<file path="config.mk">
export PLATFORM = sky130hd
export DESIGN_NAME = cpu_run_controller_flat
export DESIGN_NICKNAME = d
export VERILOG_FILES = /design/src/rtl/cpu_run_controller_if.sv /design/src/rtl/cpu_run_controller.sv /design/src/flat_wrapper.sv
export SDC_FILE = /design/constraint.sdc
export NUM_CORES = 1
export LEC_CHECK = 0
export ABC_CLOCK_PERIOD_IN_PS = 5100
export BUFFER_PORTS_ARGS = -buffer_cell sky130_fd_sc_hd__buf_2
export CELL_PAD_IN_SITES_DETAIL_PLACEMENT = 0
export CELL_PAD_IN_SITES_GLOBAL_PLACEMENT = 1
export CORE_MARGIN = 5
export CORE_UTILIZATION = 32
export CTS_BUF_LIST = sky130_fd_sc_hd__clkbuf_16
export DETAILED_ROUTE_END_ITERATION = 8
export HOLD_SLACK_MARGIN = 0.03
export PLACE_DENSITY = 0.66
export SLEW_MARGIN = 10
export SYNTH_ARGS = -nofsm -noshare
export SYNTH_HDL_FRONTEND = slang
export SYNTH_SLANG_ARGS = --single-unit
</file>
<file path="constraint.sdc">
create_clock -name clk -period 5.1 [get_ports clk]
set_input_delay 0.765 -clock clk [delete_from_list [all_inputs] [get_ports clk]]
set_output_delay 0.765 -clock clk [all_outputs]
set_load 0.05 [all_outputs]
</file>
<file path="src/rtl/cpu_run_controller_if.sv">
// Dump/stream bundle between the run controller and the data-RAM / log side.
//
// Signals:
//   dumpAddr  - word address driven to data RAM read port 2
//   dumpRdata - RAM port 2 read data, valid one cycle after dumpAddr
//   outValid  - dump word available on outData
//   outReady  - consumer accepts the current word
//   outData   - dump word
//   outLast   - marks the word read from the final RAM address
//
// master: the run controller. slave: the RAM read port plus the log consumer.
interface cpu_run_controller_if #(
    parameter int ADDR_W = 9
);
    logic [ADDR_W-1:0] dumpAddr;
    logic [31:0]       dumpRdata;
    logic              outValid;
    logic              outReady;
    logic [31:0]       outData;
    logic              outLast;

    modport master (
        output dumpAddr,
        input  dumpRdata,
        output outValid,
        input  outReady,
        output outData,
        output outLast
    );

    modport slave (
        input  dumpAddr,
        output dumpRdata,
        input  outValid,
        output outReady,
        input  outData,
        input  outLast
    );
endinterface

</file>
<file path="src/rtl/cpu_run_controller.sv">
// Sequences one complete program run of the pipelined CPU: holds the core in
// reset, releases it, counts run cycles, detects halt or timeout, lets the
// pipeline drain with fetch frozen, then streams the whole data RAM out over
// a valid/ready port.
//
// Ports:
//   clk           - system clock, rising edge
//   rst           - asynchronous active-high reset
//   start_i       - begin a run (honoured only in IDLE or FINISH)
//   haltDetect_i  - halt instruction seen in ID
//   cpuReset_o    - holds the CPU core in reset
//   cpuHold_o     - freezes PC and bubbles IF/ID
//   cycleCount_o  - RUN cycles of the current/last run (saturating)
//   done_o        - run and dump complete
//   timeout_o     - run ended by MAX_CYCLES rather than by halt
//   dump          - RAM read port 2 and output stream (master side)
module cpu_run_controller #(
    parameter int RAM_WORDS  = 512,
    parameter int ADDR_W     = 9,
    parameter int MAX_CYCLES = 1000,
    parameter int PIPE_DRAIN = 4
) (
    input  logic                        clk,
    input  logic                        rst,
    input  logic                        start_i,
    input  logic                        haltDetect_i,
    output logic                        cpuReset_o,
    output logic                        cpuHold_o,
    output logic [31:0]                 cycleCount_o,
    output logic                        done_o,
    output logic                        timeout_o,
    cpu_run_controller_if.master        dump
);

    localparam int DRAIN_W = (PIPE_DRAIN > 1) ? $clog2(PIPE_DRAIN) : 1;
    localparam logic [ADDR_W-1:0]  LAST_ADDR  = ADDR_W'(RAM_WORDS - 1);
    localparam logic [DRAIN_W-1:0] DRAIN_LAST = DRAIN_W'(PIPE_DRAIN - 1);
    localparam logic [31:0]        MAX_COUNT  = 32'(MAX_CYCLES);

    typedef enum logic [2:0] {
        S_IDLE,
        S_CLEAR,
        S_RUN,
        S_DRAIN,
        S_DUMP,
        S_FINISH
    } state_t;

    state_t               state_q, state_d;
    logic                 clearCnt_q, clearCnt_d;
    logic [DRAIN_W-1:0]   drainCnt_q, drainCnt_d;
    logic [31:0]          cycleCount_q, cycleCount_d;
    logic                 timeout_q, timeout_d;
    logic [ADDR_W-1:0]    addr_q, addr_d;
    logic                 allIssued_q, allIssued_d;
    logic                 rdValid_q, rdValid_d;
    logic                 rdLast_q, rdLast_d;
    logic [1:0]           fifoCnt_q, fifoCnt_d;
    logic [31:0]          data0_q, data0_d, data1_q, data1_d;
    logic                 last0_q, last0_d, last1_q, last1_d;

    logic                 pop;
    logic                 push;
    logic [1:0]           occAfterPop;
    logic                 issue;
    logic                 startRun;

    // Entry 0 of the FIFO is the head presented on the output port.
    assign pop         = (fifoCnt_q != 2'd0) && dump.outReady;
    assign push        = rdValid_q;
    assign occAfterPop = fifoCnt_q - {1'b0, pop};
    // A read in flight always lands next cycle, so it counts as a reserved slot.
    assign issue       = (state_q == S_DUMP) && !allIssued_q &&
                         ((occAfterPop + {1'b0, rdValid_q}) < 2'd2);
    assign startRun    = start_i && ((state_q == S_IDLE) || (state_q == S_FINISH));

    always_ff @(posedge clk or posedge rst) begin
        if (rst) begin
            state_q      <= S_IDLE;
            clearCnt_q   <= 1'b0;
            drainCnt_q   <= '0;
            cycleCount_q <= '0;
            timeout_q    <= 1'b0;
            addr_q       <= '0;
            allIssued_q  <= 1'b0;
            rdValid_q    <= 1'b0;
            rdLast_q     <= 1'b0;
            fifoCnt_q    <= '0;
            data0_q      <= '0;
            data1_q      <= '0;
            last0_q      <= 1'b0;
            last1_q      <= 1'b0;
        end else begin
            state_q      <= state_d;
            clearCnt_q   <= clearCnt_d;
            drainCnt_q   <= drainCnt_d;
            cycleCount_q <= cycleCount_d;
            timeout_q    <= timeout_d;
            addr_q       <= addr_d;
            allIssued_q  <= allIssued_d;
            rdValid_q    <= rdValid_d;
            rdLast_q     <= rdLast_d;
            fifoCnt_q    <= fifoCnt_d;
            data0_q      <= data0_d;
            data1_q      <= data1_d;
            last0_q      <= last0_d;
            last1_q      <= last1_d;
        end
    end

    always_comb begin
        state_d      = state_q;
        clearCnt_d   = clearCnt_q;
        drainCnt_d   = drainCnt_q;
        cycleCount_d = cycleCount_q;
        timeout_d    = timeout_q;
        addr_d       = addr_q;
        allIssued_d  = allIssued_q;
        rdValid_d    = 1'b0;
        rdLast_d     = 1'b0;
        fifoCnt_d    = fifoCnt_q - {1'b0, pop} + {1'b0, push};
        data0_d      = data0_q;
        data1_d      = data1_q;
        last0_d      = last0_q;
        last1_d      = last1_q;

        case (state_q)
            S_CLEAR: begin
                clearCnt_d = 1'b1;
                if (clearCnt_q) begin
                    clearCnt_d = 1'b0;
                    state_d    = S_RUN;
                end
            end
            S_RUN: begin
                if (cycleCount_q < MAX_COUNT) begin
                    cycleCount_d = cycleCount_q + 32'd1;
                end
                drainCnt_d = '0;
                // Halt takes priority when it coincides with the final count.
                if (haltDetect_i) begin
                    state_d = S_DRAIN;
                end else if ((cycleCount_q + 32'd1) >= MAX_COUNT) begin
                    timeout_d = 1'b1;
                    state_d   = S_DRAIN;
                end
            end
            S_DRAIN: begin
                drainCnt_d = drainCnt_q + 1'b1;
                if (drainCnt_q == DRAIN_LAST) begin
                    state_d = S_DUMP;
                end
            end
            S_DUMP: begin
                if (pop && last0_q) begin
                    state_d = S_FINISH;
                end
            end
            default: begin
            end
        endcase

        // The address parks on the final word instead of wrapping.
        if (issue) begin
            rdValid_d = 1'b1;
            rdLast_d  = (addr_q == LAST_ADDR);
            if (addr_q == LAST_ADDR) begin
                allIssued_d = 1'b1;
            end else begin
                addr_d = addr_q + 1'b1;
            end
        end

        case ({pop, push})
            2'b01: begin
                if (fifoCnt_q == 2'd0) begin
                    data0_d = dump.dumpRdata;
                    last0_d = rdLast_q;
                end else begin
                    data1_d = dump.dumpRdata;
                    last1_d = rdLast_q;
                end
            end
            2'b10: begin
                data0_d = data1_q;
                last0_d = last1_q;
            end
            2'b11: begin
                if (fifoCnt_q == 2'd1) begin
                    data0_d = dump.dumpRdata;
                    last0_d = rdLast_q;
                end else begin
                    data0_d = data1_q;
                    last0_d = last1_q;
                    data1_d = dump.dumpRdata;
                    last1_d = rdLast_q;
                end
            end
            default: begin
            end
        endcase

        // A new run wipes the previous run's results and any dump progress.
        if (startRun) begin
            state_d      = S_CLEAR;
            clearCnt_d   = 1'b0;
            cycleCount_d = '0;
            timeout_d    = 1'b0;
            addr_d       = '0;
            allIssued_d  = 1'b0;
            rdValid_d    = 1'b0;
            rdLast_d     = 1'b0;
            fifoCnt_d    = '0;
        end
    end

    assign cpuReset_o    = (state_q == S_IDLE) || (state_q == S_CLEAR);
    assign cpuHold_o     = (state_q == S_DRAIN) || (state_q == S_DUMP) || (state_q == S_FINISH);
    assign cycleCount_o  = cycleCount_q;
    assign done_o        = (state_q == S_FINISH);
    assign timeout_o     = timeout_q;
    assign dump.dumpAddr = addr_q;
    assign dump.outValid = (fifoCnt_q != 2'd0);
    assign dump.outData  = data0_q;
    assign dump.outLast  = last0_q && (fifoCnt_q != 2'd0);

endmodule

</file>
<file path="src/flat_wrapper.sv">
// flat-port wrapper written by rule: the top's interface ports become plain ports
module cpu_run_controller_flat 
#(
    parameter int RAM_WORDS  = 512,
    parameter int ADDR_W     = 9,
    parameter int MAX_CYCLES = 1000,
    parameter int PIPE_DRAIN = 4
)
  (clk, rst, start_i, haltDetect_i, cpuReset_o, cpuHold_o, cycleCount_o, done_o, timeout_o, dump_dumpAddr, dump_dumpRdata, dump_outValid, dump_outReady, dump_outData, dump_outLast);
  cpu_run_controller_if #(.ADDR_W(ADDR_W)) dump_i ();
  input  logic clk;
  input  logic rst;
  input  logic start_i;
  input  logic haltDetect_i;
  output logic cpuReset_o;
  output logic cpuHold_o;
  output logic [31:0] cycleCount_o;
  output logic done_o;
  output logic timeout_o;
  output wire logic [$bits(dump_i.dumpAddr)-1:0] dump_dumpAddr;
  input wire logic [$bits(dump_i.dumpRdata)-1:0] dump_dumpRdata;
  output wire logic [$bits(dump_i.outValid)-1:0] dump_outValid;
  input wire logic [$bits(dump_i.outReady)-1:0] dump_outReady;
  output wire logic [$bits(dump_i.outData)-1:0] dump_outData;
  output wire logic [$bits(dump_i.outLast)-1:0] dump_outLast;
  assign dump_dumpAddr = dump_i.dumpAddr;
  assign dump_i.dumpRdata = dump_dumpRdata;
  assign dump_outValid = dump_i.outValid;
  assign dump_i.outReady = dump_outReady;
  assign dump_outData = dump_i.outData;
  assign dump_outLast = dump_i.outLast;
  cpu_run_controller #(.RAM_WORDS(RAM_WORDS), .ADDR_W(ADDR_W), .MAX_CYCLES(MAX_CYCLES), .PIPE_DRAIN(PIPE_DRAIN)) u_core (.clk(clk), .rst(rst), .start_i(start_i), .haltDetect_i(haltDetect_i), .cpuReset_o(cpuReset_o), .cpuHold_o(cpuHold_o), .cycleCount_o(cycleCount_o), .done_o(done_o), .timeout_o(timeout_o), .dump(dump_i));
endmodule
</file>
# [Yosys cells after proc, flatten, opt, wreduce, memory -nomap -nowiden]
# Index checks and enable logic that the tools add are counted.
[op_classes] magnitude_cmp=3 n_eq_ne=20 n_mux=41 reduce_logical=31 n_addsub=5
[op_table] operator="$mux W32" n=7
[op_table] operator="$pmux W32 S3" n=1
[op_table] operator="$pmux W32 S2" n=1
[op_table] operator="$add A32 B1 Y32 const B" n=1
[op_table] operator="$ge A32 B10 Y1 const B" n=1
[op_table] operator="$lt A32 B10 Y1 const B" n=1
[op_table] operator="$mux W9" n=3
[op_table] operator="$mux W1" n=18
[op_table] operator="$mux W3" n=6
[op_table] operator="$reduce_bool A2 Y1" n=9
[op_table] operator="$pmux W3 S4" n=1
[op_table] operator="$add A9 B1 Y9 const B" n=1
[op_table] operator="$eq A9 B9 Y1 const B" n=1
[op_table] operator="$reduce_and A2 Y1" n=4
[op_table] operator="$eq A2 B2 Y1 const B" n=3
[op_table] operator="$eq A3 B2 Y1 const B" n=2
[op_table] operator="$eq A3 B3 Y1 const B" n=2
[op_table] operator="$logic_and A1 B1 Y1" n=6
[op_table] operator="$ne A2 B1 Y1 const B" n=3
[op_table] operator="$ne A3 B1 Y1 const B" n=2
[op_table] operator="$reduce_and A3 Y1" n=2
[op_table] operator="$reduce_and A5 Y1" n=1
[op_table] operator="$reduce_bool A5 Y1" n=1
[op_table] operator="$eq A2 B1 Y1 const B" n=2
[op_table] operator="17 further kinds" n=21
[totals] wordCells=114 out_inout_bits=79 register_bits=119 inputBits=37

# [Logic depth before layout (Yosys ltp)]
[logic_depth] ltp_word=8 depth_mapped=13 mapped_depth_nobuf=12

# [Worst setup path after synthesis]
# OpenSTA, ideal clock, no wires.
[synth_path] path_type="in2reg" from="input dump_outReady" to="register u_core.addr_q[3], in the netlist u_core.dump.dumpAddr[3]" stages=12 arrival_time_ns=2.642 path_slack_ns=2.327 path_buffers=1 required_time_ns=4.968 setup_time_ns=0.132 cell_sequence="nor2b_1 -> ha_1 -> inv_1 -> ha_1 -> xor2_1 -> xnor2_1 -> and3_1 -> nor2b_1 -> clkbuf_1 -> nand4_1 -> xor2_1 -> nor2_1"
[synth_via] elab_chain_cells=7
[synth_lines] element="start, declared" line="flat_wrapper.sv:23" rtl="input wire logic [$bits(dump_i.outReady)-1:0] dump_outReady;"
[synth_lines] element="$logic_and A1 B1 Y1" line="cpu_run_controller.sv:69" rtl="assign pop = (fifoCnt_q != 2'd0) && dump.outReady;"
[synth_lines] element="$sub A2 B1 Y2" line="cpu_run_controller.sv:71" rtl="assign occAfterPop = fifoCnt_q - {1'b0, pop};"
[synth_lines] element="$add A2 B1 Y2" line="cpu_run_controller.sv:74" rtl="((occAfterPop + {1'b0, rdValid_q}) < 2'd2);"
[synth_lines] element="$lt A2 B2 Y1" line="cpu_run_controller.sv:74"
[synth_lines] element="$logic_and A1 B1 Y1" line="cpu_run_controller.sv:73" rtl="assign issue = (state_q == S_DUMP) && !allIssued_q &&"
[synth_lines] element="$reduce_bool A2 Y1 (no source line)"
[synth_lines] element="$reduce_and A2 Y1 (no source line)"
[synth_lines] element="end signal, assigned" line="cpu_run_controller.sv:99" rtl="addr_q <= addr_d;"
[synth_lines] element="end, declared" line="cpu_run_controller.sv:54" rtl="logic [ADDR_W-1:0] addr_q, addr_d;"
# No other way between the ends.
# A chain may end at the register's enable or synchronous reset.

# [Worst setup path after layout]
[layout_path] from="register u_core.fifoCnt_q[1]" to="register u_core.addr_q[7], in the netlist u_core.dump.dumpAddr[7]"
[layout_via] elab_chain_cells=8
[layout_lines] element="start, declared" line="cpu_run_controller.sv:58" rtl="logic [1:0] fifoCnt_q, fifoCnt_d;"
[layout_lines] element="start signal, assigned" line="cpu_run_controller.sv:103" rtl="fifoCnt_q <= fifoCnt_d;"
[layout_lines] element="$reduce_bool A2 Y1" line="cpu_run_controller.sv:69"
[layout_lines] element="$logic_and A1 B1 Y1" line="cpu_run_controller.sv:69"
[layout_lines] element="$sub A2 B1 Y2 (*)" line="cpu_run_controller.sv:71"
[layout_lines] element="$add A2 B1 Y2 (*)" line="cpu_run_controller.sv:74"
[layout_lines] element="$lt A2 B2 Y1 (*)" line="cpu_run_controller.sv:74"
[layout_lines] element="$logic_and A1 B1 Y1 (*)" line="cpu_run_controller.sv:73"
[layout_lines] element="$reduce_bool A2 Y1 (no source line) (*)"
[layout_lines] element="$reduce_and A2 Y1 (no source line) (*)"
# Every way passes the cells marked *; elsewhere a longest branch is shown, timed or not.

==> flow_metrics.tcl <==
set metrics [dict create \
    status "finished, final reports clean" \
    async_flop_share_pct 100 \
    numClockSinks 119 \
    ys_seq_area_share_pct 51.3 \
    synth_cells 552 \
    critPathMaxFanout 9 \
    finalSetupViolations 0 \
    syn_nets 595 \
    worst_pin_slew_ns 1.15 \
    ios 116 \
    cts.htree.levels 4 \
    die_width_um 145 \
    synth_fa_ha_area_share_pct 1.29 \
    grt_pass1_wl_um 22700 \
    dieArea_um2 20900 \
    grt_overflow_total 0 \
    die_h_um 145 \
    postCtsSetupBuffers 0 \
    arrival_ns 3.52 \
    yosys-top-cells-area "dfrtp_1, mux2_2, mux2i_1, o21ai_0, nand2_1" \
    clock_latency_ns 0.42 \
    numCtsBuffers 17 \
    gp_congestion 0.850 \
    yosysTopAreaCell "dfrtp_1" \
    cap_violations 0 \
    fin_crit_sh_pct 63.7 \
    drt-pass1-iter-count 6 \
    ir_worst_vdd_uv 294 \
    r2r_cells 12 \
    cts_buffer_depth 2 \
    portBuffers 115 \
    hold_violations 0 \
    synth_compound_area_share_pct 9.36 \
    synth_area_um2 5800 \
    hp-class "register to register" \
    startpoint "u_core.fifoCnt_q[1]$_DFF_PP0_" \
    final_common_cell "dfrtp_1" \
    final_util_pct 40.0 \
    p_leak_nw 3.65 \
    synth_top_flop_cell "dfrtp_1" \
    vias_per_cell 4.98 \
    cp-start-kind "register" \
    synth_xor_area_share_pct 3.47 \
    drt.antenna.violating_nets 0 \
    synth-edff-count 0 \
    yosys-mux-area-fraction_pct 12.6 \
    grt_max_degree 71 \
    yosys.area_share.simple_pct 19.1 \
    rows 49 \
    fmax_mhz 308 \
    synth_top_area_share_pct 51.3 \
    synth.distinct_cells 58 \
    rrSetupSlack_ns 1.85 \
    period_needed_ns 3.25 \
    grt_antenna_before_repair 1 \
    yosys_warnings 0 \
    hpwl_um 9740 \
    slew_headroom_pct 22.7 \
    drt_iter0_markers 174 \
    drc_errors 0 \
    final_cell_mix "dfrtp_1, buf_2, nand2_1, o21ai_0, mux2i_1" \
    postCtsHoldBufs 0 \
    fin_nets 705 \
    grtUsageTotal_pct 13.8 \
    maxSlewViolCount 0 \
    area_growth_pct 23.5 \
    tns_ns 0 \
    vias 4498 \
    rsz0062_at_grt "no" \
    cts_resized 0 \
    coreArea_um2 17900 \
    clk_pin_slew_ns 0.06 \
    ys_ff_latch 119 \
    min-delay-start "u_core.dump.outData[6]$_DFFE_PP0P_" \
    synth_top_family_by_area "simple AND/OR/NAND/NOR gates" \
    grt_pass1_vias 4463 \
    drive_gt1_share_pct 29.8 \
    worstPathRequired_ns 5.37 \
    r2r-end "u_core.dump.dumpAddr[7]$_DFFE_PP0P_" \
    wl_per_cell_um 15.4 \
    power.density_nw_per_um2 444 \
    crit_end "u_core.dump.dumpAddr[7]$_DFFE_PP0P_" \
    start_util_pct 32.4 \
    synth_area_per_cell_um2 10.5 \
    root_buffer "clkbuf_16" \
    rr_startpoint "u_core.fifoCnt_q[1]$_DFF_PP0_" \
    n_antenna_cell 0 \
    finClkSkew_ns 0.00749 \
    critical_path_class "register to register" \
    whs_ns 0.476 \
    routed_wl_um 13900 \
    worstSetupEndpointType "register" \
    cts_tree "yes" \
]
state kept, by name, summed over array words and instances, names as in the netlist, 2 cells and up:
name,flops
u_core.fifoCnt_q,2
u_core.dump.outData,32
u_core.data1_q,32
u_core.cycleCount_o,32
u_core.drainCnt_q,2
u_core.dump.dumpAddr,9
u_core.state_q,3
kinds of logic after synthesis:
kind of cell	after synthesis
flops	119
simple gates	206
xor+xnor	23
mux	69
fa+ha+maj	6
buf+inv	37
compound gates	92
area by class of cell:
| cell class | instances | area (µm²) |
|---|---|---|
| clock inverter | 15 | 145 |
| timing repair buffer | 118 | 598 |
| fill | 1788 | 10700 |
| clock buffer | 17 | 425 |
| multi-input combinational | 396 | 2690 |
| inverter | 10 | 40.0 |
| tap | 229 | 287 |
| sequential | 119 | 2980 |
metal layers:
layer / wire length [µm] / vias up / track usage [%]
met4: 244 / 2 / 4.42
met3: 962 / 20 / 4.73
met5: 7 / - / 0
li1: - / 2181 / -
met2: 6570 / 129 / 22.3
met1: 6160 / 2166 / 17.6
worst max-delay path: stages (launching register included):
cell	delay, ns
dfrtp_1	0.47
nor2_1	0.33
nor2b_1	0.17
ha_1	0.30
inv_1	0.04
ha_1	0.18
xor2_1	0.15
xnor2_1	0.20
and3_1	0.21
nor2b_1	0.60
nand4_1	0.20
xor2_1	0.19
nor2_1	0.05
where the power goes:
group	leakage (nW)	total (mW)	internal, mW	switching, mW
sequential	1.55	1.14	1.07	0.0737
clock	0.279	1.15	0.682	0.466
combinational	1.81	0.888	0.204	0.684
total	3.65	3.18	1.96	1.22
per-stage QoR:
| stage | setup slack [ns] | total power, mW | cells | cell area [µm²] |
|---|---|---|---|---|
| after floorplan | 1.18 | 1.82 | 552 | 5800 |
| after global placement | 1.73 | 2.05 | 872 | 6600 |
| after detailed placement | 1.61 | 2.06 | 872 | 6600 |
| after CTS | 1.80 | 3.23 | 904 | 7170 |
| after global routing | 1.56 | 3.35 | 904 | 7170 |
| final | 1.85 | 3.18 | 904 | 7170 |
worst min path at each step:
stage	endpoint	slack, ns	cells past startpoint
after floorplan	u_core.clearCnt_q$_DFFE_PP0P_	0.45	1
after global placement	u_core.dump.outData[20]$_DFFE_PP0P_	0.46	2
after detailed placement	u_core.dump.outData[6]$_DFFE_PP0P_	0.47	2
after CTS	u_core.dump.outData[6]$_DFFE_PP0P_	0.48	2
after global routing	u_core.dump.outData[12]$_DFFE_PP0P_	0.50	2
final	u_core.dump.outData[6]$_DFFE_PP0P_	0.48	2
cell usage after synthesis (6+ instances only):
cell type,instances
a21oi_1,10
and2_1,26
and3_1,8
clkbuf_1,19
dfrtp_1,119
ha_1,6
inv_1,10
mux2_2,33
mux2i_1,36
nand2_1,58
nand3_1,12
nand4_1,14
nor2_1,33
nor2b_1,9
nor3_1,11
nor4_1,8
o21ai_0,51
xnor2_1,6
xor2_1,17
Power figures use the tool's default switching activity.
